--- src/rtl/logic_unit_pipe_if.sv ---
// Operand/result handshake bundle for logic_unit_pipe.
// The slave modport is the unit itself; the master modport is the decoder/consumer side.
interface logic_unit_pipe_if #(
  parameter int unsigned WIDTH     = 16,
  parameter int unsigned CNT_WIDTH = 8
);
  logic                 flush;
  logic                 in_valid;
  logic                 in_ready;
  logic [WIDTH-1:0]     a;
  logic [WIDTH-1:0]     b;
  logic [2:0]           func;
  logic                 out_valid;
  logic                 out_ready;
  logic [WIDTH-1:0]     result;
  logic [2:0]           out_func;
  logic                 zero;
  logic                 parity;
  logic [CNT_WIDTH-1:0] op_count;

  modport slave (
    input  flush, in_valid, a, b, func, out_ready,
    output in_ready, out_valid, result, out_func, zero, parity, op_count
  );

  modport master (
    output flush, in_valid, a, b, func, out_ready,
    input  in_ready, out_valid, result, out_func, zero, parity, op_count
  );
endinterface

--- src/rtl/logic_unit_pipe.sv ---
// Two-stage pipelined bitwise logic unit with valid/ready backpressure,
// per-result zero/parity flags and a wrapping completed-operation counter.
module logic_unit_pipe #(
  parameter int unsigned WIDTH     = 16,
  parameter int unsigned CNT_WIDTH = 8
) (
  input logic              clk,
  input logic              rst,
  logic_unit_pipe_if.slave bus
);

  logic                 r_s1_valid;
  logic [WIDTH-1:0]     r_a;
  logic [WIDTH-1:0]     r_b;
  logic [2:0]           r_func;

  logic                 r_s2_valid;
  logic [WIDTH-1:0]     r_result;
  logic [2:0]           r_out_func;
  logic                 r_zero;
  logic                 r_parity;
  logic [CNT_WIDTH-1:0] r_op_count;

  logic                 w_s2_adv;
  logic                 w_s1_adv;
  logic                 w_out_hs;
  logic [WIDTH-1:0]     w_res;

  assign w_s2_adv = !r_s2_valid || bus.out_ready;
  assign w_s1_adv = !r_s1_valid || w_s2_adv;
  assign w_out_hs = r_s2_valid && bus.out_ready;

  always_comb begin
    w_res = '0;
    unique case (r_func)
      3'b000: w_res = r_a & r_b;
      3'b001: w_res = r_a | r_b;
      3'b010: w_res = ~(r_a & r_b);
      3'b011: w_res = ~(r_a | r_b);
      3'b100: w_res = r_a ^ r_b;
      3'b101: w_res = ~(r_a ^ r_b);
      3'b110: w_res = ~r_a;
      3'b111: w_res = r_a & ~r_b;
    endcase
  end

  always_ff @(posedge clk or negedge rst) begin
    if (!rst) begin
      r_s1_valid <= 1'b0;
      r_a        <= '0;
      r_b        <= '0;
      r_func     <= '0;
      r_s2_valid <= 1'b0;
      r_result   <= '0;
      r_out_func <= '0;
      r_zero     <= 1'b0;
      r_parity   <= 1'b0;
      r_op_count <= '0;
    end else begin
      if (w_s1_adv) begin
        r_s1_valid <= bus.in_valid;
        r_a        <= bus.a;
        r_b        <= bus.b;
        r_func     <= bus.func;
      end
      // Flags only move with a real result so they hold while out_valid is low.
      if (w_s2_adv) begin
        r_s2_valid <= r_s1_valid;
        if (r_s1_valid) begin
          r_result   <= w_res;
          r_out_func <= r_func;
          r_zero     <= ~|w_res;
          r_parity   <= ^w_res;
        end
      end
      if (w_out_hs && !bus.flush) begin
        r_op_count <= r_op_count + 1'b1;
      end
      // Flush wins over any same-cycle handshake: both valids drop, data stays.
      if (bus.flush) begin
        r_s1_valid <= 1'b0;
        r_s2_valid <= 1'b0;
      end
    end
  end

  assign bus.in_ready  = w_s1_adv;
  assign bus.out_valid = r_s2_valid;
  assign bus.result    = r_result;
  assign bus.out_func  = r_out_func;
  assign bus.zero      = r_zero;
  assign bus.parity    = r_parity;
  assign bus.op_count  = r_op_count;

endmodule

--- src/flat_wrapper.sv ---
// flat-port wrapper written by rule: the top's interface ports become plain ports
module logic_unit_pipe_flat 
#(
  parameter int unsigned WIDTH     = 16,
  parameter int unsigned CNT_WIDTH = 8
)
  (clk, rst, bus_flush, bus_in_valid, bus_a, bus_b, bus_func, bus_out_ready, bus_in_ready, bus_out_valid, bus_result, bus_out_func, bus_zero, bus_parity, bus_op_count);
  logic_unit_pipe_if #(.WIDTH(WIDTH), .CNT_WIDTH(CNT_WIDTH)) bus_i ();
  input logic clk;
  input logic rst;
  input wire logic [$bits(bus_i.flush)-1:0] bus_flush;
  input wire logic [$bits(bus_i.in_valid)-1:0] bus_in_valid;
  input wire logic [$bits(bus_i.a)-1:0] bus_a;
  input wire logic [$bits(bus_i.b)-1:0] bus_b;
  input wire logic [$bits(bus_i.func)-1:0] bus_func;
  input wire logic [$bits(bus_i.out_ready)-1:0] bus_out_ready;
  output wire logic [$bits(bus_i.in_ready)-1:0] bus_in_ready;
  output wire logic [$bits(bus_i.out_valid)-1:0] bus_out_valid;
  output wire logic [$bits(bus_i.result)-1:0] bus_result;
  output wire logic [$bits(bus_i.out_func)-1:0] bus_out_func;
  output wire logic [$bits(bus_i.zero)-1:0] bus_zero;
  output wire logic [$bits(bus_i.parity)-1:0] bus_parity;
  output wire logic [$bits(bus_i.op_count)-1:0] bus_op_count;
  assign bus_i.flush = bus_flush;
  assign bus_i.in_valid = bus_in_valid;
  assign bus_i.a = bus_a;
  assign bus_i.b = bus_b;
  assign bus_i.func = bus_func;
  assign bus_i.out_ready = bus_out_ready;
  assign bus_in_ready = bus_i.in_ready;
  assign bus_out_valid = bus_i.out_valid;
  assign bus_result = bus_i.result;
  assign bus_out_func = bus_i.out_func;
  assign bus_zero = bus_i.zero;
  assign bus_parity = bus_i.parity;
  assign bus_op_count = bus_i.op_count;
  logic_unit_pipe #(.WIDTH(WIDTH), .CNT_WIDTH(CNT_WIDTH)) u_core (.clk(clk), .rst(rst), .bus(bus_i));
endmodule
--- config.mk ---
export PLATFORM = sky130hd
export DESIGN_NAME = logic_unit_pipe_flat
export DESIGN_NICKNAME = d
export VERILOG_FILES = /design/src/rtl/logic_unit_pipe_if.sv /design/src/rtl/logic_unit_pipe.sv /design/src/flat_wrapper.sv
export SDC_FILE = /design/constraint.sdc
export NUM_CORES = 1
export LEC_CHECK = 0
export ABC_AREA = 1
export ABC_CLOCK_PERIOD_IN_PS = 1880
export BUFFER_PORTS_ARGS = -buffer_cell sky130_fd_sc_hd__buf_4
export CORE_ASPECT_RATIO = 1.4
export CORE_MARGIN = 5
export CORE_UTILIZATION = 53
export DETAILED_ROUTE_END_ITERATION = 16
export PLACE_DENSITY = 0.79
export SYNTH_ARGS = -nofsm -noshare
export SYNTH_HDL_FRONTEND = slang
export SYNTH_SLANG_ARGS = --single-unit
--- constraint.sdc ---
create_clock -name clk -period 1.88 [get_ports clk]
set_input_delay 0.094 -clock clk [delete_from_list [all_inputs] [get_ports clk]]
set_output_delay 0.094 -clock clk [all_outputs]
set_load 0.01 [all_outputs]
# Yosys cells after proc, flatten, opt, wreduce, memory -nomap -nowiden
# Cells that the tools add are included.
# op_classes
addsub	1
eq_ne	7
muxes	5
n_bitwise	9
n_reduce_logical	14
# op_table
op	n
16-bit one-hot mux with 8 select lines	1
16-bit inverter	5
16-bit AND	2
16-bit bitwise OR	1
16-bit OR reduction	1
16-bit XOR reduction	1
16-bit bitwise XOR	1
3-bit == test (second input constant)	4
8-bit by 1-bit adder with 8-bit output (second input constant)	1
3-bit by 2-bit == test with 1-bit output (second input constant)	2
1-bit zero test	4
1-bit two-way mux	4
2-bit nonzero test	2
3-bit by 1-bit == test with 1-bit output (second input constant)	1
3-bit zero test	1
1-bit logical AND	2
1-bit logical OR	2
2-bit AND reduction	1
# word_totals
register_bits	66
input_bits	40
word_cells	46

# Depth between registers and ports, before layout
# Gate-level depths: netlist (run 1).
# logic_depth
ltp_word	5
mapped_depth	16
depth_no_buf	15

# Least setup slack after synthesis (run 1)
# No wires, ideal clock.
# synth_path
kind	register -> register
startpoint	reg u_core.r_func[1]
endpoint	reg u_core.r_parity (netlist: u_core.bus.parity)
t_arrival_ns	1.928
required_ns	1.762
setup_slack_ns	-0.167
path_stages_with_launch	16
n_path_buf	2
synth_period_minus_slack_ns	2.047
path_cell_list	dfrtp_1 > buf_4 > nor2_4 > buf_2 > nand3_1 > nand2_1 > nor2_1 > nand2_1 > nand2_1 > ha_1 > xnor2_1 > nand2_1 > nand2_1 > nand2_1 > nand3_1 > nand2_1
# synth_via
elab_chain_cells	3
# synth_rtl
element	line	source
from (decl)	logic_unit_pipe.sv:15	logic [2:0] r_func;
from (signal assigned)	logic_unit_pipe.sv:64	r_func <= bus.func;
3-bit == test, or another cell as far along	logic_unit_pipe.sv:35	unique case (r_func)
16-bit one-hot mux with 8 select lines (*)	logic_unit_pipe.sv:35	
16-bit XOR reduction (*)	logic_unit_pipe.sv:73	r_parity <= ^w_res;
to (signal assigned)	logic_unit_pipe.sv:73	
to (decl)	logic_unit_pipe.sv:21	logic r_parity;
# Mark *: on every way between the ends. The rest lies on a longest branch, timed or not.
# A chain may end at the register's enable or synchronous reset.

# Worst setup path after layout (run 1)
# Ends and elaborated chain as after synthesis.

==> flow_summary.ini, run 1 <==
[timing]
period_needed_ns = 2.39
report.final.slew_viol_count = 0
final.setup.tns_ns = -0.663
final_hold_viol_count = 0
max-slew-margin-rel = 0.433
setup_violations = 2
min_period_over_period = 1.27
rsz0062_at_grt = true
layout_setup_ws_ns = -0.514
worstMarginPinSlew_ns = 0.850
fmax_ghz = 0.418
fin_worst_skew_ns = 0.00688

[placement]
place_area_um2 = 6640
place_congestion = 0.863
dp_hpwl_um = 10500
port_buffers = 70
pre_cts_ws_ns = -0.410

[setup_path]
worstPathArrival_ns = 2.62
crit_chain = inv_4 -> nor2_4 -> buf_12 -> clkbuf_16 -> nand3_2 -> nand2_1 -> nor2_1 -> nand2_1 -> nand2_2 -> ha_4 -> xor2_2 -> nand2_1 -> nand2_1 -> nand2_1 -> nand3_2 -> nand2_1
cp_data_required_time_ns = 2.10
critPathKind = reg2reg
cp_num_cells = 16
endpoint = u_core.bus.parity
startpoint_type = register
path_buf_inv = 3
crit_start = u_core.r_func[1]
reg2reg_slack_ns = -0.51
path_delay_family = simple AND/OR/NAND/NOR gates
crit_fanout = 7
cp_slowest_cell = dfrtp_2
r2r_end = u_core.bus.parity
slowest_delay_ns = 0.47
crit-reg2reg-launch = u_core.r_func[1]
r2r_cells = 16
cpMostUsedCell = nand2_1
cp-end-kind = register

[logic_synthesis]
synth_top_area_cell = dfrtp_1
async_flop_share = 1.00
synth_nets = 791
yosysMostFrequentCell = nand2_1
synth-edff-count = 0
synth_top_area_frac = 0.330
syn_area_um2 = 5010
ys_seq_area_frac = 0.330
synth-seq-cells = 66
synth_cell_types = 24
synth_area_leaders = dfrtp_1 (33%), nand2_1 (16%), ha_1 (14%)
synth_flop_cell = dfrtp_1
yosysWarningCount = 0
synth_common_cells = nand2_1 (215), inv_1 (80), nand3_1 (68)
synthCells = 694
syn_avg_cell_area_um2 = 7.22

[route]
drc = 0
wl_per_cell_um = 16.5
ant_nets = 0
wl_um = 17100
vias_per_cell = 5.59
firstDrtPassIters = 6
vias = 5778
first_iter_violations = 560

[die]
die_h_um = 125
core.rowCount = 42
dieWidth_um = 92.2
die-area_um2 = 11500
start_util = 0.536
core_area_um2 = 9350
pin_count = 71

[finish]
antenna_cells = 0
n_fill_cell = 539
area_delta_synth_final_pct = 53.1
fin_nets = 1017
drive_gt1_frac = 0.302
fin_area_um2 = 7670
postLayoutCoreUtil = 0.820

[power]
seqPwrFrac = 0.300
pwr-share-comb = 0.387
peakVddDrop_mv = 0.733
p_switching_uw = 1930
leakage_uw = 0.00425
internal_power_uw = 3960
p_sw_frac = 0.328
p_per_area_nw_per_um2 = 768
clkPwrFrac = 0.314

[status]
violations = negative setup slack
outcome = finished with violations

[global_route]
antenna_found_initial = 0
grt_pass1_vias = 5901
grt_max_degree = 72
grt_pass1_wl_um = 27700
grt.total_usage = 0.298
grt_overflow_total = 0

[clock_tree]
clk-insertion-delay-late_ns = 0.34
cts_sinks = 66
clkSlewWorstSetupHoldPaths_ns = 0.05
cts_tree = built
cts_buffer_depth = 2
clockRootBuffer = clkbuf_16
cts_buffers = 9
htree_levels = 3

[min_path]
hold_path.class = in2reg

[job]
max_cap_viol_count = 0
==> layout by cell type (no fill, tap or decap), types with 3 or more instances in the layout <==
master / n
buf_12: 10
buf_4: 197
buf_6: 5
buf_8: 3
clkbuf_16: 11
dfrtp_1: 63
dfrtp_2: 3
dlygate4sd3_1: 37
ha_1: 49
ha_4: 8
inv_1: 80
inv_2: 3
nand2_1: 200
nand2_2: 15
nand3_1: 63
nand3_2: 5
nand3b_1: 10
nand4_1: 57
nor2_1: 34
nor2_4: 3
o21ai_0: 39
xnor2_2: 4
xor2_1: 3
xor2_2: 4
==> state kept, by name (all words and copies together), names as in the netlist <==
register	count
u_core.bus.out_valid	1
u_core.r_a	16
u_core.bus.parity	1
u_core.bus.op_count	8
u_core.bus.result	16
u_core.r_s1_valid	1
u_core.r_b	16
u_core.r_func	3
u_core.bus.out_func	3
u_core.bus.zero	1
==> stage by stage <==
| stage | hold WS, ns | power, uW | instances |
|---|---|---|---|
| after CTS | 0.0207 | 5650 | 1029 |
| after detailed placement | 0.261 | 3630 | 975 |
| after global routing | 0.0109 | 6200 | 1034 |
| final | 0.0200 | 5890 | 1034 |
| after floorplan | -0.202 | 2750 | 694 |
| after global placement | 0.237 | 3540 | 975 |
==> tightest hold or removal path: stages <==
cell,delay (ns)
buf_4,0.09
nand2_1,0.06
o21ai_0,0.08
==> layout make-up <==
cell class | count | area [um2] | area share
clock inverter | 2 | 60.1 | 0.00783
tap | 110 | 138 | 0.0179
multi-input combinational | 504 | 3040 | 0.396
inverter | 85 | 322 | 0.0419
timing repair buffer | 254 | 2200 | 0.287
sequential | 66 | 1660 | 0.216
clock buffer | 13 | 260 | 0.0339
==> per-layer routing <==
layer,share of wire,vias to the layer above,track usage
li1,-,2687,-
met2,0.52,306,0.530
met5,0,-,0
met3,0.069,80,0.0463
met4,0.038,0,0.141
met1,0.38,2705,0.348
==> kinds of logic (layout without fill, tap and decap cells) <==
logic type / after synthesis / after routing / synth area share
compound gates: 43 / 43 / 0.0434
xor+xnor: 13 / 13 / 0.0227
fa+ha+maj: 57 / 57 / 0.142
buf+inv: 124 / 354 / 0.110
flops: 66 / 66 / 0.330
simple gates: 391 / 391 / 0.352
==> power by group through the flow <==
stage	combinational, uW	sequential (uW)	clock, uW
global route	2470	1790	1940
CTS	2030	1760	1860
global placement	1780	1760	0
floorplan	932	1820	0
detailed placement	1850	1780	0
finish	2280	1760	1850
==> how the worst min path moves through the flow <==
stage	startpoint	end	slack [ns]	depth (start not counted)
3_5_place_dp	rst	u_core.bus.op_count[4]	0.26	1
5_1_grt	bus_b[14]	u_core.r_b[14]	0.01	3
2_1_floorplan	rst	u_core.bus.op_count[0]	-0.20	0
4_1_cts	bus_b[14]	u_core.r_b[14]	0.02	3
3_3_place_gp	rst	u_core.r_b[9]	0.24	1
6_report	bus_b[14]	u_core.r_b[14]	0.02	3
==> timing repair <==
action,4_1_cts,5_1_grt
buffers inserted,2,3
gates cloned,0,2
setup endpoints to repair,2,2
endpoints found under the hold margin,102,0
hold buffers,37,0
pin swaps,9,20
resized for setup,16,32
Power figures use the tool's default switching activity.
==> run 2: changes to the inputs <==
--- a/config.mk
+++ b/config.mk
@@ -13,6 +13,7 @@
 export CORE_UTILIZATION = 53
 export DETAILED_ROUTE_END_ITERATION = 16
 export PLACE_DENSITY = 0.79
+export REMOVE_ABC_BUFFERS = 1
 export SYNTH_ARGS = -nofsm -noshare
 export SYNTH_HDL_FRONTEND = slang
 export SYNTH_SLANG_ARGS = --single-unit
==> flow_summary.ini, run 2 (same netlist as run 1, synthesis figures left out) <==
[clock_tree]
cts_buffer_depth = 2
cts_sinks = 66
clkSlewWorstSetupHoldPaths_ns = 0.05
cts_buffers = 9
clk-insertion-delay-late_ns = 0.34
cts_tree = built
htree_levels = 3
clockRootBuffer = clkbuf_16

[timing]
min_period_over_period = 1.20
fin_worst_skew_ns = 0.00251
report.final.slew_viol_count = 0
max-slew-margin-rel = 0.671
fmax_ghz = 0.442
period_needed_ns = 2.26
layout_setup_ws_ns = -0.381
final_hold_viol_count = 0
rsz0062_at_grt = true
final.setup.tns_ns = -0.381
worstMarginPinSlew_ns = 0.493
setup_violations = 1

[global_route]
gr-max-usage-layer = met2
grt_pass1_wl_um = 26600
use_met3 = 0.0517
grt.total_usage = 0.285
grt_pass1_vias = 5818
grt_max_degree = 73
grt_use_met2 = 0.506
use_met1 = 0.306
antenna_found_initial = 0
grt_overflow_total = 0

[power]
clkPwrFrac = 0.338
seqPwrFrac = 0.299
p_per_area_nw_per_um2 = 798
p_sw_frac = 0.320
leakage_uw = 0.00410
pwr-share-comb = 0.363
internal_power_uw = 4010
p_switching_uw = 1890
peakVddDrop_mv = 0.782

[die]
start_util = 0.536
dieWidth_um = 92.2
die-area_um2 = 11500
core.rowCount = 42
core_area_um2 = 9350
die_h_um = 125
pin_count = 71

[status]
outcome = finished with violations
violations = negative setup slack

[finish]
fin_nets = 987
drive_gt1_frac = 0.270
final_common_cell = nand2_1
postLayoutCoreUtil = 0.790
fin_area_um2 = 7390
antenna_cells = 0
area_delta_synth_final_pct = 47.5
final_cell_mix = nand2_1 (205), buf_4 (170), inv_1 (80), nand3_1 (67), dfrtp_1 (63)
stdcell_count = 1005

[job]
max_cap_viol_count = 0

[setup_path]
cp-end-kind = register
cp_data_required_time_ns = 2.11
startpoint_type = register
worstPathArrival_ns = 2.49
crit_fanout = 7
critPathKind = reg2reg

[route]
first_iter_violations = 490
drc = 0
vias = 5680
firstDrtPassIters = 5
vias_per_cell = 5.65
wl_um = 16000
wl_per_cell_um = 15.9
ant_nets = 0

[placement]
dp_hpwl_um = 10300
place_area_um2 = 6430
dp_cells = 950
port_buffers = 70
place_congestion = 0.930

[min_path]
hold_path.class = in2reg
==> run 2: cell types whose count changed in the layout (fill, tap and decap cells not counted), sizes merged <==
cell / before / now
dlygate4sd3: 37 / 36
buf: 215 / 188
clkbuf: 15 / 11
clkinv: 1 / 3
bufinv: 2 / 3
==> run 2: path summary, 6_finish.rpt <==
kind	from	endpoint	slack, ns	cells after the start
max in group asynchronous	rst	u_core.bus.op_count[6]	1.08	3
worst max-delay path	u_core.r_func[2]	u_core.bus.parity	-0.38	14
min in group asynchronous	rst	u_core.bus.result[14]	0.26	2
worst max register to register	u_core.r_func[2]	u_core.bus.parity	-0.38	14
worst min-delay path	bus_a[15]	u_core.r_a[15]	0.02	3
worst min register to register	u_core.bus.result[2]	u_core.bus.result[2]	0.48	2
==> run 2: cell type report <==
cell class | count | area, um2
repair buffers | 224 | 1920
fillers | 593 | 1960
multi-input cells | 504 | 3010
flip-flops and latches | 66 | 1660
well taps | 110 | 138
inverters | 85 | 319
clock buffers | 11 | 253
clock inverters | 5 | 100
==> run 2: worst max-delay path, stage by stage (launching register included) <==
cell     delay [ns]
dfrtp_2        0.47
nor2_4         0.21
nand2_4        0.15
buf_6          0.16
nand2_1        0.07
nor2_1         0.06
nand2_1        0.11
nand2_2        0.09
ha_4           0.31
xor2_2         0.18
nand2_1        0.09
nand2_1        0.07
nand2_1        0.06
nand3_1        0.07
nand2_1        0.06
==> run 2: repair_timing <==
action / 4_1_cts / 5_1_grt
resized for setup: 35 / 3
setup buffers: 1 / 2
endpoints found under the setup margin: 1 / 2
endpoints found under the hold margin: 70 / 0
cloned: 0 / 0
pin swaps: 13 / 7
hold buffers: 36 / 0
==> run 2: power groups by stage <==
stage          clock network, uW  registers, uW  logic, uW
6_report                    2000           1760       2140
5_1_grt                     2090           1780       2350
4_1_cts                     2020           1760       2040
3_5_place_dp                   0           1780       1740
3_3_place_gp                   0           1770       1660
2_1_floorplan                  0           1860        814
==> run 2: metrics by stage <==
stage	setup slack (ns)	hold WS, ns	power, uW
CTS	-0.261	0.0267	5820
global placement	-0.266	0.0915	3430
detailed placement	-0.426	0.102	3510
global route	-0.526	0.0478	6220
floorplan	-1.20	-0.202	2680
finish	-0.381	0.0191	5900
==> run 2: per-layer routing <==
metal,wire length [um],part of all wire
met5,0,0
met1,5640,0.35
met4,902,0.056
met3,974,0.061
met2,8480,0.53
==> run 3: changes to the inputs <==
--- a/config.mk
+++ b/config.mk
@@ -14,6 +14,8 @@
 export DETAILED_ROUTE_END_ITERATION = 16
 export PLACE_DENSITY = 0.79
 export REMOVE_ABC_BUFFERS = 1
+export SKIP_LAST_GASP = 1
 export SYNTH_ARGS = -nofsm -noshare
 export SYNTH_HDL_FRONTEND = slang
 export SYNTH_SLANG_ARGS = --single-unit
+export TNS_END_PERCENT = 20
==> flow_summary.ini, run 3 (same netlist as run 1, synthesis figures left out) <==
[status]
outcome = finished with violations
violations = negative setup slack

[setup_path]
r2r_cells = 14
startpoint_type = register
worstPathArrival_ns = 2.51
crit_fanout = 7
r2r_end = u_core.bus.parity
crit-reg2reg-launch = u_core.r_func[2]
cp-end-kind = register
cp_data_required_time_ns = 2.11
reg2reg_slack_ns = -0.40
critPathKind = reg2reg

[timing]
rsz0062_at_grt = true
layout_setup_ws_ns = -0.400
fmax_ghz = 0.439
worstMarginPinSlew_ns = 0.495
fin_worst_skew_ns = 0.00313
max-slew-margin-rel = 0.670
report.final.slew_viol_count = 0
worst_hold_slack_ns = 0.0220
setup_violations = 1
period_needed_ns = 2.28
final_hold_viol_count = 0
min_period_over_period = 1.21

[clock_tree]
cts_buffers = 9
clockRootBuffer = clkbuf_16
clkSlewWorstSetupHoldPaths_ns = 0.06
cts_sinks = 66
cts_tree = built
cts_buffer_depth = 2
htree_levels = 3
clk-insertion-delay-late_ns = 0.34

[die]
core_area_um2 = 9350
die_h_um = 125
dieWidth_um = 92.2
start_util = 0.536
core.rowCount = 42
pin_count = 71
die-area_um2 = 11500

[finish]
multi_input_area_um2 = 3010
final_common_cell = nand2_1
final_cell_mix = nand2_1 (205), buf_4 (170), inv_1 (80), nand3_1 (67), dfrtp_1 (63)
seq_area_um2 = 1660
area_delta_synth_final_pct = 47.5
drive_gt1_frac = 0.270
fin_nets = 987
stdcell_count = 1005
n_fill_cell = 593
antenna_cells = 0

[route]
vias = 5705
vias_per_cell = 5.68
wl_met1_um = 5620
ant_nets = 0
route.met3.wl_um = 1050
wl_um = 16000
wl_met2_um = 8480
wl_per_cell_um = 16.0
firstDrtPassIters = 8
dr.max_layer_used = met4
drc = 0
first_iter_violations = 498

[power]
p_switching_uw = 1900
leakage_uw = 0.00410
pwr-share-comb = 0.364
clkPwrFrac = 0.338
peakVddDrop_mv = 0.785
p_per_area_nw_per_um2 = 799
p_sw_frac = 0.321
seqPwrFrac = 0.298
internal_power_uw = 4010

[placement]
port_buffers = 70
place_congestion = 0.930
dp_cells = 950
dp_hpwl_um = 10300

[global_route]
grt_pass1_vias = 5818
grt.total_usage = 0.285
grt_pass1_wl_um = 26600
grt_overflow_total = 0
antenna_found_initial = 0
grt_max_degree = 73

[min_path]
hold_path.class = in2reg
min_from = bus_a[15]
hold_depth = 3
holdPathEnd = u_core.r_a[15]

[job]
max_cap_viol_count = 0
==> run 3: worst max path at each step <==
stage          slack [ns]                 to              from  depth (start not counted)
2_1_floorplan       -1.20  u_core.bus.parity  u_core.r_func[2]                         13
3_3_place_gp        -0.27  u_core.bus.parity  u_core.r_func[1]                         13
3_5_place_dp        -0.43  u_core.bus.parity  u_core.r_func[1]                         13
4_1_cts             -0.26  u_core.bus.parity  u_core.r_func[1]                         14
5_1_grt             -0.53  u_core.bus.parity  u_core.r_func[1]                         15
6_report            -0.40  u_core.bus.parity  u_core.r_func[2]                         14
==> run 3: power groups by stage <==
| stage | registers, uW | clock network, uW | logic [uW] |
|---|---|---|---|
| finish | 1760 | 2000 | 2150 |
| global route | 1780 | 2090 | 2350 |
| CTS | 1760 | 2020 | 2040 |
| detailed placement | 1780 | 0 | 1740 |
| global placement | 1770 | 0 | 1660 |
| floorplan | 1860 | 0 | 814 |
==> run 3: critical path: stages, from the launching register on <==
cell	delay [ns]
dfrtp_2	0.47
nor2_4	0.21
nand2_4	0.15
buf_4	0.17
nand2_1	0.07
nor2_1	0.06
nand2_1	0.12
nand2_2	0.08
ha_4	0.30
xor2_2	0.18
nand2_1	0.09
nand2_1	0.07
nand2_1	0.06
nand3_1	0.07
nand2_1	0.06
==> run 3: final cells by class <==
type / instances / share of cell area
well taps: 110 / 0.0186
flip-flops and latches: 66 / 0.224
clock buffers: 11 / 0.0342
inverters: 85 / 0.0432
repair buffers: 224 / 0.259
multi-input cells: 504 / 0.407
clock inverters: 5 / 0.0135
==> run 3: stage by stage <==
| step | instance area (um2) | utilization | power (uW) | worst slack, ns | setup TNS [ns] |
|---|---|---|---|---|---|
| finish | 7390 | 0.790 | 5910 | -0.400 | -0.400 |
| CTS | 7360 | 0.787 | 5820 | -0.261 | -0.261 |
| global placement | 6430 | 0.687 | 3430 | -0.266 | -0.266 |
| global route | 7390 | 0.790 | 6220 | -0.528 | -0.653 |
| detailed placement | 6430 | 0.687 | 3510 | -0.426 | -0.426 |
| floorplan | 4780 | - | 2680 | -1.20 | -19.14 |
==> run 3: repair_timing <==
item	CTS	global route
endpoints found under the setup margin	1	2
pin swaps	13	6
setup buffers	1	2
hold endpoints to repair	70	0
gates resized for setup	35	3
hold buffers	36	0
==> run 3: layer usage <==
layer  vias to the layer above  track usage
met1                      2679        0.306
met2                       289        0.506
met5                         -            0
met4                         0        0.181
met3                        98       0.0517
li1                       2639            -
